**src/rtl/cla_pkg.sv**
```systemverilog
// Shared definitions for the pipelined carry-lookahead adder.
//   GROUP_W            : width of one lookahead group (one pipeline stage per group)
//   MODE_ADD/MODE_SUB  : encodings of the 'sub' input
//   stage_t            : per-stage control record; the partial sum lives next to it in a
//                        width-dependent array in the top level
package cla_pkg;

  localparam int unsigned GROUP_W = 4;

  localparam logic MODE_ADD = 1'b0;
  localparam logic MODE_SUB = 1'b1;

  typedef struct packed {
    logic valid;  // operation present in this stage
    logic carry;  // carry out of the group computed by this stage
    logic ovf;    // carry into group MSB xor carry out; meaningful for the last stage
  } stage_t;

endpackage

```
**src/rtl/cla_group4.sv**
```systemverilog
// Purely combinational 4-bit carry-lookahead group.
// Ports:
//   a, b      : 4-bit operand slices (b already inverted for subtraction)
//   c_in      : carry into bit 0 of the group
//   s         : 4-bit sum slice
//   c_out     : carry out of bit 3
//   c_msb_in  : carry into bit 3 (used for signed overflow)
//   gp, gg    : group propagate / group generate
module cla_group4 (
  input  logic [3:0] a,
  input  logic [3:0] b,
  input  logic       c_in,
  output logic [3:0] s,
  output logic       c_out,
  output logic       c_msb_in,
  output logic       gp,
  output logic       gg
);

  logic [3:0] g;
  logic [3:0] p;
  logic [3:0] c;

  assign g = a & b;
  assign p = a ^ b;

  // Flat two-level lookahead: every carry is a sum of products of g, p and c_in.
  assign c[0] = c_in;
  assign c[1] = g[0] | (p[0] & c_in);
  assign c[2] = g[1] | (p[1] & g[0]) | (p[1] & p[0] & c_in);
  assign c[3] = g[2] | (p[2] & g[1]) | (p[2] & p[1] & g[0]) | (p[2] & p[1] & p[0] & c_in);

  assign gg = g[3] | (p[3] & g[2]) | (p[3] & p[2] & g[1]) | (p[3] & p[2] & p[1] & g[0]);
  assign gp = &p;

  assign c_out    = g[3] | (p[3] & g[2]) | (p[3] & p[2] & g[1]) | (p[3] & p[2] & p[1] & g[0])
                  | (p[3] & p[2] & p[1] & p[0] & c_in);
  assign c_msb_in = c[3];
  assign s        = p ^ c;

endmodule

```
**src/rtl/cla_pipe_adder.sv**
```systemverilog
// Pipelined carry-lookahead adder/subtractor, one 4-bit group per pipeline stage.
// Ports:
//   clk, rst             : clock, asynchronous active-high reset
//   in_valid / in_ready  : input handshake; one operation per cycle when not stalled
//   a, b, cin, sub       : operands; sub=1 computes a + ~b + 1 and ignores cin
//   out_valid / out_ready: output handshake
//   sum, cout, ovf       : result, carry out of MSB (1 = no borrow on subtract), signed overflow
// Latency is NGROUPS cycles; a stalled output freezes the whole pipeline (no bubble squeeze).
module cla_pipe_adder
  import cla_pkg::*;
#(
  parameter int unsigned WIDTH = 16
) (
  input  logic             clk,
  input  logic             rst,
  input  logic             in_valid,
  output logic             in_ready,
  input  logic [WIDTH-1:0] a,
  input  logic [WIDTH-1:0] b,
  input  logic             cin,
  input  logic             sub,
  output logic             out_valid,
  input  logic             out_ready,
  output logic [WIDTH-1:0] sum,
  output logic             cout,
  output logic             ovf
);

  localparam int unsigned NGROUPS = WIDTH / GROUP_W;
  localparam int unsigned LAST    = NGROUPS - 1;

  if ((WIDTH % GROUP_W) != 0 || WIDTH < GROUP_W) begin : g_bad_width
    $error("cla_pipe_adder: WIDTH must be a non-zero multiple of 4");
  end

  logic             stall;
  logic [WIDTH-1:0] b_eff;
  logic             cin_eff;

  // Group interconnect
  logic [GROUP_W-1:0] grp_a [NGROUPS];
  logic [GROUP_W-1:0] grp_b [NGROUPS];
  logic [GROUP_W-1:0] grp_s [NGROUPS];
  logic [NGROUPS-1:0] grp_cin;
  logic [NGROUPS-1:0] grp_cout;
  logic [NGROUPS-1:0] grp_cmsb;
  logic [NGROUPS-1:0] grp_gp;
  logic [NGROUPS-1:0] grp_gg;

  // Stage state: control record, accumulated sum, and operand skew registers. The skew
  // registers are pre-shifted so the next stage always finds its slice in bits [3:0].
  stage_t           stage_q [NGROUPS];
  stage_t           stage_d [NGROUPS];
  logic [WIDTH-1:0] sum_q   [NGROUPS];
  logic [WIDTH-1:0] sum_d   [NGROUPS];
  logic [WIDTH-1:0] a_q     [NGROUPS];
  logic [WIDTH-1:0] a_d     [NGROUPS];
  logic [WIDTH-1:0] b_q     [NGROUPS];
  logic [WIDTH-1:0] b_d     [NGROUPS];

  assign b_eff   = (sub == MODE_SUB) ? ~b : b;
  assign cin_eff = (sub == MODE_ADD) ? cin : 1'b1;

  assign out_valid = stage_q[LAST].valid;
  assign sum       = sum_q[LAST];
  assign cout      = stage_q[LAST].carry;
  assign ovf       = stage_q[LAST].ovf;

  assign stall    = out_valid & ~out_ready;
  assign in_ready = ~stall;

  for (genvar k = 0; k < NGROUPS; k++) begin : g_grp
    if (k == 0) begin : g_first
      assign grp_a[k]   = a[GROUP_W-1:0];
      assign grp_b[k]   = b_eff[GROUP_W-1:0];
      assign grp_cin[k] = cin_eff;
    end else begin : g_rest
      assign grp_a[k]   = a_q[k-1][GROUP_W-1:0];
      assign grp_b[k]   = b_q[k-1][GROUP_W-1:0];
      assign grp_cin[k] = stage_q[k-1].carry;
    end

    cla_group4 u_grp (
      .a        (grp_a[k]),
      .b        (grp_b[k]),
      .c_in     (grp_cin[k]),
      .s        (grp_s[k]),
      .c_out    (grp_cout[k]),
      .c_msb_in (grp_cmsb[k]),
      .gp       (grp_gp[k]),
      .gg       (grp_gg[k])
    );
  end

  always_comb begin
    stage_d = stage_q;
    sum_d   = sum_q;
    a_d     = a_q;
    b_d     = b_q;

    // Stage 0 loads from the ports; when enabled, in_ready is 1 so in_valid means accept.
    stage_d[0].valid = in_valid;
    if (in_valid) begin
      stage_d[0].carry = grp_cout[0];
      stage_d[0].ovf   = grp_cmsb[0] ^ grp_cout[0];
      sum_d[0]         = WIDTH'(grp_s[0]);
      a_d[0]           = a >> GROUP_W;
      b_d[0]           = b_eff >> GROUP_W;
    end

    // Data only moves with a valid operation, so bubbles leave the old values in place.
    for (int unsigned k = 1; k < NGROUPS; k++) begin
      stage_d[k].valid = stage_q[k-1].valid;
      if (stage_q[k-1].valid) begin
        stage_d[k].carry                 = grp_cout[k];
        stage_d[k].ovf                   = grp_cmsb[k] ^ grp_cout[k];
        sum_d[k]                         = sum_q[k-1];
        sum_d[k][k*GROUP_W +: GROUP_W]   = grp_s[k];
        a_d[k]                           = a_q[k-1] >> GROUP_W;
        b_d[k]                           = b_q[k-1] >> GROUP_W;
      end
    end
  end

  always_ff @(posedge clk or posedge rst) begin
    if (rst) begin
      for (int unsigned k = 0; k < NGROUPS; k++) begin
        stage_q[k] <= '0;
        sum_q[k]   <= '0;
        a_q[k]     <= '0;
        b_q[k]     <= '0;
      end
    end else if (!stall) begin
      stage_q <= stage_d;
      sum_q   <= sum_d;
      a_q     <= a_d;
      b_q     <= b_d;
    end
  end

`ifndef SYNTHESIS
  // Group carry out must agree with its own generate/propagate terms.
  assert property (@(posedge clk) disable iff (rst)
    grp_cout == (grp_gg | (grp_gp & grp_cin)))
    else $error("cla_pipe_adder: group carry inconsistent with G/P");
`endif

endmodule

```
**config.mk**
```make
export PLATFORM = sky130hd
export DESIGN_NAME = cla_pipe_adder
export DESIGN_NICKNAME = d
export VERILOG_FILES = /design/src/rtl/cla_pkg.sv /design/src/rtl/cla_group4.sv /design/src/rtl/cla_pipe_adder.sv
export SDC_FILE = /design/constraint.sdc
export NUM_CORES = 1
export LEC_CHECK = 0
export BUFFER_PORTS_ARGS = -buffer_cell sky130_fd_sc_hd__buf_2
export CELL_PAD_IN_SITES_DETAIL_PLACEMENT = 1
export CELL_PAD_IN_SITES_GLOBAL_PLACEMENT = 2
export CORE_MARGIN = 2
export CORE_UTILIZATION = 43
export CTS_CLUSTER_DIAMETER = 200
export CTS_CLUSTER_SIZE = 8
export DETAILED_ROUTE_END_ITERATION = 10
export GPL_TIMING_DRIVEN = 0
export PLACE_DENSITY = 0.95
export SYNTH_ARGS = -nofsm -noshare
export SYNTH_HDL_FRONTEND = slang
export SYNTH_SLANG_ARGS = --single-unit
```
**constraint.sdc**
```tcl
create_clock -name clk -period 5.7 [get_ports clk]
set_input_delay 0.285 -clock clk [delete_from_list [all_inputs] [get_ports clk]]
set_output_delay 0.285 -clock clk [all_outputs]
set_load 0.01 [all_outputs]
```
# == After elaboration in Yosys (flattened, before gate mapping) ==
# Cells that the tools add are included.
# word_totals
ramBits,0
input_bits,38
output_inout_bits,20
elab_cells,146
ff_bits,97
rom_bits,0
latchBits,0
memories,0
# classes
n_reduce_logical,4
shifts,0
div_mod_pow,0
multipliers,0
order_cmp,0
muxes,2
n_eq_ne,0
add_sub_neg,0
bitwise_logic,121
# ops
op,count
1-bit bitwise AND,65
1-bit bitwise OR,40
4-bit bitwise XOR,8
4-bit bitwise AND,4
16-bit 2-to-1 mux,1
16-bit inverter,1
2-bit AND reduction,4
1-bit inverter,2
1-bit 2-to-1 mux,1
1-bit bitwise XOR,1

# == Depth between registers and ports, before layout ==
# Gate-level depths: netlist of the first run.
# depth
depth_word,8
depth_mapped,8
depth_no_buf,6

# == By module ==
# A second synthesis of the first run with hierarchy kept.
# unflattened
cells_unflattened,353
hier_area_um2,4879.7
# by_module_without_submodules
module,instances,cells_each,area_per_inst_um2
cla_pipe_adder,1,261,4098.9
cla_group4,4,23,195.2

# == Least setup slack after synthesis of the first run ==
# Ideal clock, no wire load.
# synth_timing
kind,input port to flip-flop
startpoint,input sub
endpoint,register stage_q (netlist bit grp_cin[1])
setup_ns,0.127
path_stages,8
arrival_ns,1.638
setup_slack_ns,3.935
cell_sequence,buf_6 > buf_4 > xor2_1 > ha_1 > o211ai_1 > o21ai_1 > a211oi_1 > a21oi_1
# synth_via
elab_chain_cells,7
word_cells_on_any_way,15
cone_classes,mux (2); bitwise (13)
# synth_lines
item,line_no,text
start: declaration,cla_pipe_adder.sv:21,"input logic sub,"
16-bit 2-to-1 mux,cla_pipe_adder.sv:61,assign b_eff = (sub == MODE_SUB) ? ~b : b;
4-bit bitwise XOR or 4-bit bitwise AND (tied branches),"cla_group4.sv:25, cla_group4.sv:24",
1-bit bitwise AND,-,
1-bit bitwise OR or 1-bit bitwise AND (tied branches),-,
"1-bit bitwise OR, or another cell as far along",-,
1-bit bitwise OR or 1-bit bitwise AND (tied branches),-,
1-bit bitwise OR *,cla_group4.sv:37,| (p[3] & p[2] & p[1] & p[0] & c_in);
end signal: assignment,cla_pipe_adder.sv:134,stage_q <= stage_d;
end: declaration,cla_pipe_adder.sv:52,stage_t stage_q [NGROUPS];
# Mark *: on every way between the ends. The rest lies on a longest branch, timed or not.
# A chain may end at the register's enable or synchronous reset.

# == Final worst setup path of the first run ==
# layout_timing
startpoint,register a_q[32] (netlist bit)
endpoint,register stage_q (netlist bit grp_cin[3])
# layout_via
elab_chain_cells,4
word_cells_on_any_way,7
cone_classes,bitwise (7)
# layout_lines
item,line_no,text
start: declaration,cla_pipe_adder.sv:56,logic [WIDTH-1:0] a_q [NGROUPS];
start signal: indexed assignment,cla_pipe_adder.sv:130,a_q[k] <= '0;
start signal: assignment,cla_pipe_adder.sv:136,a_q <= a_d;
4-bit bitwise AND or 4-bit bitwise XOR (tied branches),"cla_group4.sv:24, cla_group4.sv:25",
"1-bit bitwise AND, on equally long branches",-,
1-bit bitwise OR or 1-bit bitwise AND (tied branches),-,
1-bit bitwise OR *,cla_group4.sv:37,
# Marked as above.

==> results of run 1 <==
registers in the layout, indices dropped and copies added, names as in the netlist:
register   cells
a_q           24
b_q           24
cout           1
sum           16
out_valid      1
sum_q         24
ovf            1
stage_d        3
grp_cin        3
how the worst min path moves through the flow:
stage / to
after floorplan: a_q[53]
after global placement: sum_q[27]
after detailed placement: a_q[58]
after CTS: a_q[51]
after global routing: a_q[52]
final: a_q[52]
what timing repair did:
item | CTS | global route
gates resized for setup | 0 | 0
endpoints found under the hold margin | 25 | 0
hold buffers | 1 | 0
kinds of logic (layout without fill, tap and decap cells):
group,count (synthesis),in the layout,share of synthesized area [%]
buffers and inverters,46,119,6.771
xor gates and xnor gates,28,28,5.287
adders and majority gates,22,22,6.582
and+or+nand+nor,45,45,4.640
AOI/OAI and AO/OA,55,55,6.528
DFF,97,97,52.33
muxes,61,61,17.86
through the flow:
stage / hold slack (ns) / instance area [µm²] / total power, mW / util [%] / setup WS, ns
2_1_floorplan: 0.4355 / 4638 / 2.151 / - / 2.881
3_3_place_gp: 0.4626 / 5089 / 2.382 / 48.85 / 1.946
3_5_place_dp: 0.2870 / 5119 / 2.526 / 49.14 / 3.660
4_1_cts: 0.1382 / 5324 / 2.989 / 51.11 / 3.845
5_1_grt: 0.1495 / 5324 / 3.168 / 51.11 / 3.768
6_report: 0.1468 / 5324 / 2.958 / 51.11 / 3.879
layout by cell type, fill, tap and decap left out, types with 2 or more instances in the layout:
cell,instances
sky130_fd_sc_hd__clkinv_2,2
sky130_fd_sc_hd__mux2_2,22
sky130_fd_sc_hd__a211oi_1,6
sky130_fd_sc_hd__o21ai_1,3
sky130_fd_sc_hd__inv_1,14
sky130_fd_sc_hd__buf_2,60
sky130_fd_sc_hd__nor2_1,8
sky130_fd_sc_hd__nand2_4,2
sky130_fd_sc_hd__ha_1,18
sky130_fd_sc_hd__o21bai_1,2
sky130_fd_sc_hd__buf_6,7
sky130_fd_sc_hd__clkbuf_8,11
sky130_fd_sc_hd__xor2_1,10
sky130_fd_sc_hd__mux2_4,38
sky130_fd_sc_hd__xnor2_1,18
sky130_fd_sc_hd__dfrtp_1,97
sky130_fd_sc_hd__nand2_1,30
sky130_fd_sc_hd__fa_1,4
sky130_fd_sc_hd__clkbuf_1,2
sky130_fd_sc_hd__a21oi_1,9
sky130_fd_sc_hd__o21ai_0,33
sky130_fd_sc_hd__buf_4,18
per-layer routing:
metal | track usage (%) | vias up
met5 | 0 | -
li1 | - | 1311
met2 | 31.63 | 52
met4 | 8.333 | 0
met3 | 2.058 | 13
met1 | 21.84 | 1378
worst reg2reg max path: cells and delay by family, from the launching register on:
| family | cells | cell delay, ns |
|---|---|---|
| DFF | 1 | 0.42 |
| adders and majority gates | 1 | 0.30 |
| AOI/OAI and AO/OA | 4 | 0.97 |
power breakdown:
group	switching, mW	total [mW]	internal, mW
logic	0.581	1.30	0.720
registers	0.210	1.20	0.995
clock network	0.229	0.453	0.223
total	1.02	2.96	1.94
area by class of cell:
type	instances	area share [%]
tap	136	3.196
timing repair buffer	58	5.969
clock buffer	12	2.914
multi-input combinational	211	35.63
sequential	97	45.59
inverter	15	1.105
clock inverter	3	0.7521
buffer	31	4.841
==> run_summary.xml, run 1 <==
<?xml version="1.0" encoding="UTF-8"?>
<metrics>
  <group name="status">
    <metric name="run_status" unit="">finished clean</metric>
  </group>
  <group name="critical_path">
    <metric name="reg2reg_depth" unit="">5</metric>
    <metric name="cp_num_cells" unit="">5</metric>
    <metric name="critical-path-top-delay-family" unit="">compound AO/OA/AOI/OAI gates</metric>
    <metric name="worst_path_most_repeated_cell" unit="">sky130_fd_sc_hd__a211oi_1</metric>
    <metric name="reg2reg_setup_slack" unit="ns">3.88</metric>
    <metric name="critPathRequiredTime" unit="ns">5.94</metric>
    <metric name="timing.setup.critical_path_class" unit="">flop to flop</metric>
    <metric name="critical_path_buf_inv_count" unit="">0</metric>
    <metric name="rr_startpoint" unit="">a_q[32]</metric>
    <metric name="timing.critical_path.arrival" unit="ns">2.06</metric>
    <metric name="timing.critical_path.slowest_stage_cell" unit="">sky130_fd_sc_hd__dfrtp_1</metric>
    <metric name="worstSetupEndpoint" unit="">grp_cin[3]</metric>
    <metric name="critical_path.max_stage_delay" unit="ns">0.42</metric>
    <metric name="cp_max_fo" unit="">3</metric>
    <metric name="crit_start" unit="">a_q[32]</metric>
    <metric name="reg2reg_to" unit="">grp_cin[3]</metric>
    <metric name="sequence_of_cells_on_the_critical_path" unit="">ha_1 -&gt; a211oi_1 -&gt; o21bai_1 -&gt; a211oi_1 -&gt; a21oi_1</metric>
    <metric name="endpoint_kind" unit="">flop</metric>
    <metric name="critical_path.startpoint_type" unit="">flop</metric>
  </group>
  <group name="synthesis">
    <metric name="synth-warning-count" unit="">0</metric>
    <metric name="post_synth_instance_area" unit="µm²">4638</metric>
    <metric name="netlist_instances" unit="">354</metric>
    <metric name="avgSynthCellArea" unit="µm²">13.10</metric>
    <metric name="synth.most_common_cell" unit="">sky130_fd_sc_hd__dfrtp_1</metric>
    <metric name="ys_top_cells_by_area" unit="">sky130_fd_sc_hd__dfrtp_1, sky130_fd_sc_hd__mux2_4, sky130_fd_sc_hd__mux2_2</metric>
    <metric name="synth-main-ff-cell" unit="">sky130_fd_sc_hd__dfrtp_1</metric>
    <metric name="post-synth-top-area-cell" unit="">sky130_fd_sc_hd__dfrtp_1</metric>
    <metric name="leading_post_synthesis_cells_by_instance_count" unit="">sky130_fd_sc_hd__dfrtp_1, sky130_fd_sc_hd__mux2_4, sky130_fd_sc_hd__o21ai_0, sky130_fd_sc_hd__nand2_1, sky130_fd_sc_hd__mux2_2</metric>
    <metric name="yosys.area.top_type_share" unit="%">52.33</metric>
    <metric name="syn-num-nets" unit="">414</metric>
    <metric name="asyncSetResetFlopFracSynth" unit="%">100.0</metric>
    <metric name="synth-seq-cells" unit="">97</metric>
    <metric name="number_of_enable_type_register_cells_in_the_synthesized_netlist" unit="">0</metric>
    <metric name="synth.distinct_cells" unit="">29</metric>
    <metric name="ys_seq_area_share" unit="%">52.33</metric>
  </group>
  <group name="finish">
    <metric name="area_growth" unit="%">14.78</metric>
    <metric name="multi_input_comb_area" unit="µm²">1897</metric>
    <metric name="instances_no_fill" unit="">563</metric>
    <metric name="layout.area.seq" unit="µm²">2427</metric>
    <metric name="post_route_cells_drive_above_1_share" unit="%">38.88</metric>
    <metric name="n_fill_cell" unit="">1088</metric>
    <metric name="antennaDiodeCount" unit="">0</metric>
    <metric name="nets" unit="">483</metric>
  </group>
  <group name="drt">
    <metric name="route.met2.wl" unit="µm">4953</metric>
    <metric name="detail_route.wirelength.met1" unit="µm">4009</metric>
    <metric name="met3_wirelength" unit="µm">263</metric>
    <metric name="wl" unit="µm">9410</metric>
    <metric name="routed_wire_length_per_instance" unit="µm">16.71</metric>
    <metric name="via_count" unit="">2754</metric>
    <metric name="dr.first_iter.drc_count" unit="">105</metric>
    <metric name="drt_pass1_iterations" unit="">4</metric>
    <metric name="drc" unit="">0</metric>
    <metric name="vias_per_cell" unit="">4.892</metric>
    <metric name="final_antenna_net_count" unit="">0</metric>
    <metric name="top_layer_used" unit="">met4</metric>
  </group>
  <group name="die">
    <metric name="io-pin-count" unit="">58</metric>
    <metric name="fp.dieArea" unit="µm²">11630</metric>
    <metric name="die_y" unit="µm">107.9</metric>
    <metric name="rows" unit="">37</metric>
    <metric name="core" unit="µm²">10420</metric>
    <metric name="floorplan.die.width" unit="µm">107.9</metric>
    <metric name="initial_standard_cell_utilization_of_the_core" unit="%">44.53</metric>
  </group>
  <group name="clock_network">
    <metric name="clock_sinks" unit="">97</metric>
    <metric name="tritoncts_clock_tree" unit="">built</metric>
    <metric name="cts_max_level" unit="">3</metric>
    <metric name="cts_setup_buffers" unit="">0</metric>
    <metric name="clkSlewWorstSetupHoldPaths" unit="ns">0.09</metric>
    <metric name="insertion_delay" unit="ns">0.36</metric>
    <metric name="root_buffer" unit="">sky130_fd_sc_hd__clkbuf_8</metric>
    <metric name="tritoncts.num_buffers" unit="">9</metric>
    <metric name="max-clock-path-buffers" unit="">2</metric>
  </group>
  <group name="power_and_ir_drop">
    <metric name="cellPowerDensity" unit="nW/µm²">555.6</metric>
    <metric name="total_leakage_power" unit="nW">2.632</metric>
    <metric name="vdd.ir_drop.worst" unit="mV">0.1645</metric>
  </group>
  <group name="timing">
    <metric name="final_slew_viol_count" unit="">0</metric>
    <metric name="worstMarginPinSlew" unit="ns">0.3650</metric>
    <metric name="final-hold-violation-count" unit="">0</metric>
    <metric name="ratio_of_final_minimum_period_to_clock_period" unit="%">31.95</metric>
    <metric name="timing.fmax" unit="GHz">0.5492</metric>
    <metric name="worst_slew_margin_rel" unit="%">75.52</metric>
    <metric name="final-setup-viol-count" unit="">0</metric>
    <metric name="timing.final.crit_period" unit="ns">1.821</metric>
    <metric name="rsz_0062_raised_after_global_routing" unit="">no</metric>
    <metric name="final_clock_skew" unit="ns">0.005860</metric>
    <metric name="final.setup.tns" unit="ns">0</metric>
  </group>
  <group name="place">
    <metric name="place_hpwl" unit="µm">7246</metric>
    <metric name="routabilityCongestion" unit="">0.7185</metric>
    <metric name="placed_cells_incl_taps" unit="">547</metric>
    <metric name="placement.io_buffers" unit="">56</metric>
  </group>
  <group name="hold_path">
    <metric name="min_delay_path_depth" unit="">2</metric>
    <metric name="hp-class" unit="">input pin to flop</metric>
    <metric name="hold_start" unit="">a[8]</metric>
  </group>
  <group name="global_route">
    <metric name="grt_start_max_net_pins" unit="">73</metric>
    <metric name="globalRouteOverflowTotal" unit="">0</metric>
    <metric name="grt_pass1_vias" unit="">3111</metric>
    <metric name="grt_pass1_wl" unit="µm">15920</metric>
    <metric name="antenna_found_initial" unit="">0</metric>
    <metric name="global_route.usage.total" unit="%">17.92</metric>
  </group>
  <group name="run">
    <metric name="drv.max_cap_violation_count" unit="">0</metric>
  </group>
</metrics>
No activity file was read; power rests on OpenSTA's default activity.
==> run 2: changes to the inputs <==
Settings changed: ABC_AREA set to 1, CORE_UTILIZATION 43 to 36, PLACE_DENSITY 0.95 to 0.9.
Clock period 5.7 ns to 1.8 ns, I/O delays scaled along.
==> run 2 against run 1 <==
  * Worst hold slack worse by 0.11 ns
  * Cell area up 5.2%
  * Clock power rose to 4.5 times the previous value
  * Critical path type unchanged
  * Highest routed layer unchanged
==> run_summary.xml, run 2 <==
<?xml version="1.0" encoding="UTF-8"?>
<metrics>
  <group name="status">
    <metric name="run_status" unit="">finished clean</metric>
  </group>
  <group name="critical_path">
    <metric name="sequence_of_cells_on_the_critical_path" unit="">ha_1 -&gt; nand3_1 -&gt; nand3_1 -&gt; nor2_1 -&gt; nand3_1 -&gt; nand3_1 -&gt; nand2_1</metric>
    <metric name="timing.setup.critical_path_class" unit="">flop to flop</metric>
    <metric name="endpoint_kind" unit="">flop</metric>
    <metric name="critPathRequiredTime" unit="ns">2.04</metric>
    <metric name="timing.critical_path.arrival" unit="ns">1.69</metric>
    <metric name="cp_max_fo" unit="">6</metric>
    <metric name="critical_path.max_stage_delay" unit="ns">0.39</metric>
    <metric name="worst_path_most_repeated_cell" unit="">sky130_fd_sc_hd__nand3_1</metric>
    <metric name="timing.critical_path.slowest_stage_cell" unit="">sky130_fd_sc_hd__dfrtp_1</metric>
    <metric name="critical_path.startpoint_type" unit="">flop</metric>
  </group>
  <group name="synthesis">
    <metric name="synth-main-ff-cell" unit="">sky130_fd_sc_hd__dfrtp_1</metric>
    <metric name="syn-num-nets" unit="">571</metric>
    <metric name="synth.distinct_cells" unit="">27</metric>
    <metric name="ys_top_cells_by_area" unit="">sky130_fd_sc_hd__dfrtp_1, sky130_fd_sc_hd__nand2_1, sky130_fd_sc_hd__ha_1</metric>
    <metric name="asyncSetResetFlopFracSynth" unit="%">100.0</metric>
    <metric name="synth.most_common_cell" unit="">sky130_fd_sc_hd__nand2_1</metric>
    <metric name="leading_post_synthesis_cells_by_instance_count" unit="">sky130_fd_sc_hd__nand2_1, sky130_fd_sc_hd__dfrtp_1, sky130_fd_sc_hd__inv_1, sky130_fd_sc_hd__o21ai_0, sky130_fd_sc_hd__buf_4</metric>
    <metric name="post_synth_instance_area" unit="µm²">4619</metric>
    <metric name="netlist_instances" unit="">511</metric>
    <metric name="synth-seq-cells" unit="">97</metric>
    <metric name="avgSynthCellArea" unit="µm²">9.040</metric>
    <metric name="yosys.area.top_type_share" unit="%">52.55</metric>
    <metric name="number_of_enable_type_register_cells_in_the_synthesized_netlist" unit="">0</metric>
    <metric name="synth-warning-count" unit="">0</metric>
    <metric name="post-synth-top-area-cell" unit="">sky130_fd_sc_hd__dfrtp_1</metric>
    <metric name="ys_seq_area_share" unit="%">52.55</metric>
  </group>
  <group name="power_and_ir_drop">
    <metric name="cellPowerDensity" unit="nW/µm²">1609</metric>
    <metric name="internal-power" unit="mW">5.734</metric>
    <metric name="vdd.ir_drop.worst" unit="mV">0.5520</metric>
    <metric name="total_leakage_power" unit="nW">2.929</metric>
    <metric name="power.combinational.fraction" unit="%">37.9</metric>
    <metric name="netSwitchingPower" unit="mW">3.276</metric>
    <metric name="p_sw_share" unit="%">36.36</metric>
    <metric name="power.share.sequential" unit="%">39.5</metric>
    <metric name="clock_power_share" unit="%">22.6</metric>
  </group>
  <group name="timing">
    <metric name="rsz_0062_raised_after_global_routing" unit="">no</metric>
    <metric name="final-setup-viol-count" unit="">0</metric>
    <metric name="timing.final.crit_period" unit="ns">1.454</metric>
    <metric name="final-hold-violation-count" unit="">0</metric>
    <metric name="ratio_of_final_minimum_period_to_clock_period" unit="%">80.77</metric>
    <metric name="postLayoutSetupSlackWorst" unit="ns">0.3462</metric>
    <metric name="holdWs" unit="ns">0.03879</metric>
    <metric name="final_slew_viol_count" unit="">0</metric>
    <metric name="final_clock_skew" unit="ns">0.005576</metric>
    <metric name="worst_slew_margin_rel" unit="%">75.82</metric>
    <metric name="worstMarginPinSlew" unit="ns">0.3619</metric>
    <metric name="timing.fmax" unit="GHz">0.6878</metric>
  </group>
  <group name="clock_network">
    <metric name="cts_setup_buffers" unit="">0</metric>
    <metric name="clkSlewWorstSetupHoldPaths" unit="ns">0.06</metric>
    <metric name="tritoncts.num_buffers" unit="">9</metric>
    <metric name="root_buffer" unit="">sky130_fd_sc_hd__clkbuf_16</metric>
    <metric name="max-clock-path-buffers" unit="">2</metric>
    <metric name="postCtsResizedCells" unit="">0</metric>
    <metric name="cts_max_level" unit="">3</metric>
    <metric name="ctsHoldBuffers" unit="">13</metric>
    <metric name="tritoncts_clock_tree" unit="">built</metric>
    <metric name="clock_sinks" unit="">97</metric>
    <metric name="insertion_delay" unit="ns">0.34</metric>
  </group>
  <group name="hold_path">
    <metric name="hp-class" unit="">input pin to flop</metric>
  </group>
  <group name="drt">
    <metric name="vias_per_cell" unit="">4.495</metric>
    <metric name="dr.first_iter.drc_count" unit="">121</metric>
    <metric name="final_antenna_net_count" unit="">0</metric>
    <metric name="drc" unit="">0</metric>
    <metric name="routed_wire_length_per_instance" unit="µm">13.31</metric>
    <metric name="via_count" unit="">3457</metric>
    <metric name="drt_pass1_iterations" unit="">4</metric>
    <metric name="wl" unit="µm">10240</metric>
  </group>
  <group name="finish">
    <metric name="antennaDiodeCount" unit="">0</metric>
    <metric name="n_fill_cell" unit="">1490</metric>
    <metric name="mostFrequentLayoutCell" unit="">sky130_fd_sc_hd__nand2_1</metric>
    <metric name="multi_input_comb_area" unit="µm²">1804</metric>
    <metric name="area_growth" unit="%">21.24</metric>
    <metric name="post_route_cells_drive_above_1_share" unit="%">20.10</metric>
    <metric name="biggestRegsByFlops" unit="">a_q: 24 flops, b_q: 24 flops, sum_q: 24 flops</metric>
    <metric name="nets" unit="">653</metric>
    <metric name="layout_common_cells" unit="">sky130_fd_sc_hd__nand2_1, sky130_fd_sc_hd__dfrtp_1, sky130_fd_sc_hd__buf_2</metric>
    <metric name="layout.area.seq" unit="µm²">2427</metric>
  </group>
  <group name="place">
    <metric name="placement.io_buffers" unit="">56</metric>
    <metric name="post-place-ws" unit="ns">-0.004251</metric>
    <metric name="routabilityCongestion" unit="">0.7767</metric>
    <metric name="place_hpwl" unit="µm">7682</metric>
  </group>
  <group name="die">
    <metric name="io-pin-count" unit="">58</metric>
    <metric name="die_y" unit="µm">117.3</metric>
    <metric name="core" unit="µm²">12570</metric>
    <metric name="floorplan.die.width" unit="µm">117.3</metric>
    <metric name="rows" unit="">41</metric>
    <metric name="fp.dieArea" unit="µm²">13750</metric>
    <metric name="initial_standard_cell_utilization_of_the_core" unit="%">36.75</metric>
  </group>
  <group name="global_route">
    <metric name="grt_pass1_vias" unit="">3656</metric>
    <metric name="antenna_found_initial" unit="">0</metric>
    <metric name="grt_pass1_wl" unit="µm">17420</metric>
    <metric name="global_route.usage.total" unit="%">16.33</metric>
    <metric name="grt_start_max_net_pins" unit="">44</metric>
    <metric name="globalRouteOverflowTotal" unit="">0</metric>
  </group>
  <group name="run">
    <metric name="drv.max_cap_violation_count" unit="">0</metric>
  </group>
</metrics>
## run 2: cell type report
type / count / area share (%)
Timing Repair Buffer: 71 / 8.043
Clock buffer: 12 / 4.401
Multi-Input combinational cell: 341 / 32.22
Inverter: 39 / 2.726
Buffer: 34 / 4.267
Sequential cell: 97 / 43.34
Tap cell: 172 / 3.843
Clock inverter: 3 / 1.162
## run 2: worst max-delay path: cells and delay by family (launching register included)
kind	cells	cell delay (ns)
DFF	1	0.39
adders and majority gates	1	0.38
and+or+nand+nor	6	0.58
## run 2: path summary, 6_finish.rpt
| check | slack (ns) | startpoint | end | depth (start not counted) |
|---|---|---|---|---|
| worst max-delay path | 0.35 | a_q[18] | ovf | 7 |
| worst min-delay path | 0.04 | b[11] | b_q[55] | 3 |
| worst max register to register | 0.35 | a_q[18] | ovf | 7 |
| worst min register to register | 0.47 | sum_q[35] | sum_q[35] | 2 |
| max in group asynchronous | 1.00 | rst | a_q[57] | 4 |
| min in group asynchronous | 0.28 | rst | sum[7] | 3 |
## run 2: logic make-up after synthesis
kind of cell               synth area share, %
adders and majority gates                6.609
AOI/OAI and AO/OA                        7.151
DFF                                      52.55
buffers and inverters                    8.397
xor gates and xnor gates                 3.982
and+or+nand+nor                          21.32
## run 2: through the flow
stage | utilization, % | cell area, µm² | TNS, ns | instances | power (mW)
detailed placement | 41.05 | 5159 | -0.004251 | 741 | 7.035
global placement | 40.73 | 5119 | -4.642 | 739 | 6.787
floorplan | - | 4623 | 0 | 511 | 5.990
CTS | 44.56 | 5600 | 0 | 769 | 9.152
global route | 44.56 | 5600 | 0 | 769 | 9.803
finish | 44.56 | 5600 | 0 | 769 | 9.010
## run 2: per-layer routing
layer / GRT usage (%) / up-vias / share of wire (%)
li1: - / 1755 / -
met1: 19.86 / 1625 / 45
met2: 28.51 / 62 / 50
met3: 2.626 / 15 / 2.9
met4: 7.373 / 0 / 2.3
met5: 0 / - / 0
## run 2: power by group through the flow
| stage | clock network, mW | registers (mW) | logic (mW) |
|---|---|---|---|
| finish | 2.03 | 3.56 | 3.42 |
| global route | 2.18 | 3.67 | 3.96 |
| CTS | 2.08 | 3.57 | 3.50 |
| detailed placement | 0 | 3.60 | 3.44 |
| global placement | 0 | 3.54 | 3.25 |
| floorplan | 0 | 3.44 | 2.55 |
==> run 3: changes to the inputs <==
Clock period 1.8 ns to 1.4 ns, I/O delays scaled along.
==> run 3 against run 2 <==
  * Die area is the same
  * Count of clock-buffer cells in the layout grew 1
  * Worst setup slack lost 0.32 ns
  * Via count grew 1.2%
  * Total power grew 35%
  * Register-to-register slack lost 0.32 ns
  * Worst hold slack lost 0.019 ns
  * Critical path depth is the same
  * Clock skew grew 0.0013 ns
  * Global-route usage grew 0.40 points
  * Cell area grew 4.1%
  * Cell count grew 0.65%
==> run_summary.xml, run 3 (same netlist as run 2, synthesis figures left out) <==
<?xml version="1.0" encoding="UTF-8"?>
<metrics>
  <group name="status">
    <metric name="run_status" unit="">finished clean</metric>
  </group>
  <group name="clock_network">
    <metric name="tritoncts_clock_tree" unit="">built</metric>
    <metric name="tritoncts.num_buffers" unit="">9</metric>
    <metric name="cts_max_level" unit="">3</metric>
    <metric name="clock_sinks" unit="">97</metric>
    <metric name="root_buffer" unit="">sky130_fd_sc_hd__clkbuf_16</metric>
    <metric name="max-clock-path-buffers" unit="">2</metric>
    <metric name="insertion_delay" unit="ns">0.34</metric>
    <metric name="clkSlewWorstSetupHoldPaths" unit="ns">0.07</metric>
  </group>
  <group name="place">
    <metric name="routabilityCongestion" unit="">0.7756</metric>
    <metric name="place_hpwl" unit="µm">7729</metric>
    <metric name="placement.io_buffers" unit="">56</metric>
    <metric name="post-place-ws" unit="ns">-0.1790</metric>
  </group>
  <group name="finish">
    <metric name="mostFrequentLayoutCell" unit="">sky130_fd_sc_hd__nand2_1</metric>
    <metric name="layout.area.seq" unit="µm²">2427</metric>
    <metric name="biggestRegsByFlops" unit="">a_q: 24 flops, b_q: 24 flops, sum_q: 24 flops</metric>
    <metric name="area_growth" unit="%">26.16</metric>
    <metric name="antennaDiodeCount" unit="">0</metric>
    <metric name="layout_common_cells" unit="">sky130_fd_sc_hd__nand2_1, sky130_fd_sc_hd__dfrtp_1, sky130_fd_sc_hd__buf_2</metric>
    <metric name="multi_input_comb_area" unit="µm²">1996</metric>
    <metric name="n_fill_cell" unit="">1504</metric>
    <metric name="nets" unit="">657</metric>
    <metric name="post_route_cells_drive_above_1_share" unit="%">24.92</metric>
  </group>
  <group name="power_and_ir_drop">
    <metric name="cellPowerDensity" unit="nW/µm²">2088</metric>
    <metric name="total_power" unit="mW">12.17</metric>
    <metric name="power.combinational.fraction" unit="%">40.9</metric>
    <metric name="netSwitchingPower" unit="mW">4.454</metric>
    <metric name="vdd.ir_drop.worst" unit="mV">0.7696</metric>
    <metric name="clock_power_share" unit="%">20.9</metric>
    <metric name="p_sw_share" unit="%">36.61</metric>
    <metric name="total_leakage_power" unit="nW">2.974</metric>
    <metric name="internal-power" unit="mW">7.712</metric>
    <metric name="power.share.sequential" unit="%">38.2</metric>
  </group>
  <group name="die">
    <metric name="initial_standard_cell_utilization_of_the_core" unit="%">36.75</metric>
    <metric name="rows" unit="">41</metric>
    <metric name="io-pin-count" unit="">58</metric>
    <metric name="floorplan.die.width" unit="µm">117.3</metric>
    <metric name="die_y" unit="µm">117.3</metric>
    <metric name="core" unit="µm²">12570</metric>
    <metric name="fp.dieArea" unit="µm²">13750</metric>
  </group>
  <group name="timing">
    <metric name="timing.final.crit_period" unit="ns">1.377</metric>
    <metric name="timing.fmax" unit="GHz">0.7260</metric>
    <metric name="final-hold-violation-count" unit="">0</metric>
    <metric name="worst_slew_margin_rel" unit="%">70.91</metric>
    <metric name="ratio_of_final_minimum_period_to_clock_period" unit="%">98.39</metric>
    <metric name="final_slew_viol_count" unit="">0</metric>
    <metric name="postLayoutSetupSlackWorst" unit="ns">0.02260</metric>
    <metric name="final-setup-viol-count" unit="">0</metric>
    <metric name="rsz_0062_raised_after_global_routing" unit="">yes</metric>
    <metric name="final_clock_skew" unit="ns">0.006868</metric>
    <metric name="worstMarginPinSlew" unit="ns">0.4355</metric>
  </group>
  <group name="critical_path">
    <metric name="endpoint_kind" unit="">flop</metric>
    <metric name="critPathRequiredTime" unit="ns">1.63</metric>
    <metric name="reg2reg_depth" unit="">7</metric>
    <metric name="timing.setup.critical_path_class" unit="">flop to flop</metric>
    <metric name="timing.critical_path.arrival" unit="ns">1.61</metric>
    <metric name="cp_max_fo" unit="">5</metric>
    <metric name="critical_path.startpoint_type" unit="">flop</metric>
  </group>
  <group name="global_route">
    <metric name="globalRouteOverflowTotal" unit="">0</metric>
    <metric name="grt_pass1_wl" unit="µm">17770</metric>
    <metric name="grt_start_max_net_pins" unit="">44</metric>
    <metric name="grt_pass1_vias" unit="">3757</metric>
    <metric name="global_route.usage.total" unit="%">16.73</metric>
    <metric name="antenna_found_initial" unit="">0</metric>
  </group>
  <group name="hold_path">
    <metric name="min_delay_path_depth" unit="">3</metric>
    <metric name="hp-class" unit="">input pin to flop</metric>
  </group>
  <group name="drt">
    <metric name="vias_per_cell" unit="">4.519</metric>
    <metric name="via_count" unit="">3498</metric>
    <metric name="final_antenna_net_count" unit="">0</metric>
    <metric name="routed_wire_length_per_instance" unit="µm">13.41</metric>
    <metric name="drc" unit="">0</metric>
    <metric name="wl" unit="µm">10380</metric>
    <metric name="drt_pass1_iterations" unit="">4</metric>
    <metric name="dr.first_iter.drc_count" unit="">92</metric>
  </group>
  <group name="run">
    <metric name="drv.max_cap_violation_count" unit="">0</metric>
  </group>
</metrics>
-- run 3: cell types whose count changed in the layout (fill, tap and decap cells not counted), moves of 3 or more --
cell	change
sky130_fd_sc_hd__ha_1	-7
sky130_fd_sc_hd__ha_4	+7
sky130_fd_sc_hd__nand3_2	+6
sky130_fd_sc_hd__nand2_2	+3
sky130_fd_sc_hd__nand3_1	-7
sky130_fd_sc_hd__nand2_1	-3
sky130_fd_sc_hd__buf_4	+3
-- run 3: critical path, stage by stage (launching register included) --
cell and delay (ns):
sky130_fd_sc_hd__dfrtp_1 0.42, sky130_fd_sc_hd__ha_4 0.32, sky130_fd_sc_hd__nand3_2 0.10, sky130_fd_sc_hd__and2_4 0.18, sky130_fd_sc_hd__nand2_1 0.05, sky130_fd_sc_hd__nand2_1 0.07
sky130_fd_sc_hd__nand3_1 0.08, sky130_fd_sc_hd__nand2_1 0.05
-- run 3: area by class of cell --
class / count / share of cell area, %
Sequential cell: 97 / 41.65
Clock inverter: 3 / 1.116
Timing Repair Buffer: 76 / 8.373
Clock buffer: 13 / 4.122
Multi-Input combinational cell: 341 / 34.24
Buffer: 33 / 4.143
Tap cell: 172 / 3.693
Inverter: 39 / 2.662
-- run 3: path summary, 6_finish.rpt --
check,slack [ns],from,end
setup / recovery,0.02,b_q[33],sum_q[27]
hold / removal,0.02,b[13],b_q[57]
setup reg to reg,0.02,b_q[33],sum_q[27]
hold reg to reg,0.47,a_q[38],a_q[38]
max in group asynchronous,0.31,rst,a_q[59]
min in group asynchronous,0.29,rst,sum[8]
-- run 3: power by group through the flow --
stage	clock [mW]	sequential, mW	combinational [mW]
after floorplan	0	4.42	3.29
after global placement	0	4.56	4.18
after detailed placement	0	4.62	4.44
after CTS	2.60	4.65	4.68
after global routing	2.74	4.79	5.70
final	2.54	4.65	4.98
-- run 3: through the flow --
stage | instance area (µm²) | hold WS, ns | setup TNS [ns] | utilization [%] | std cells
2_1_floorplan | 4646 | 0.1796 | -0.00005929 | - | 511
3_3_place_gp | 5141 | 0.2658 | -42.41 | 40.91 | 739
3_5_place_dp | 5181 | 0.1005 | -0.6682 | 41.22 | 741
4_1_cts | 5693 | 0.01543 | 0 | 45.30 | 769
5_1_grt | 5828 | 0.03637 | -0.07010 | 46.37 | 774
6_report | 5828 | 0.01929 | 0 | 46.37 | 774
-- run 3: repair_timing --
item | CTS | global route
setup endpoints to repair | 22 | 32
hold endpoints to repair | 30 | 0
hold buffers | 13 | 0
setup buffers | 0 | 5
gates resized for setup | 10 | 26
pin swaps | 1 | 14
-- run 3: layer usage --
metal  up-vias  global-route usage (%)  routed length [µm]
met2        59                   29.43                5128
met3        16                   2.163                 267
met5         -                       0                   0
met4         0                   7.608                 258
met1      1668                   20.47                4729
li1       1755                       -                   -
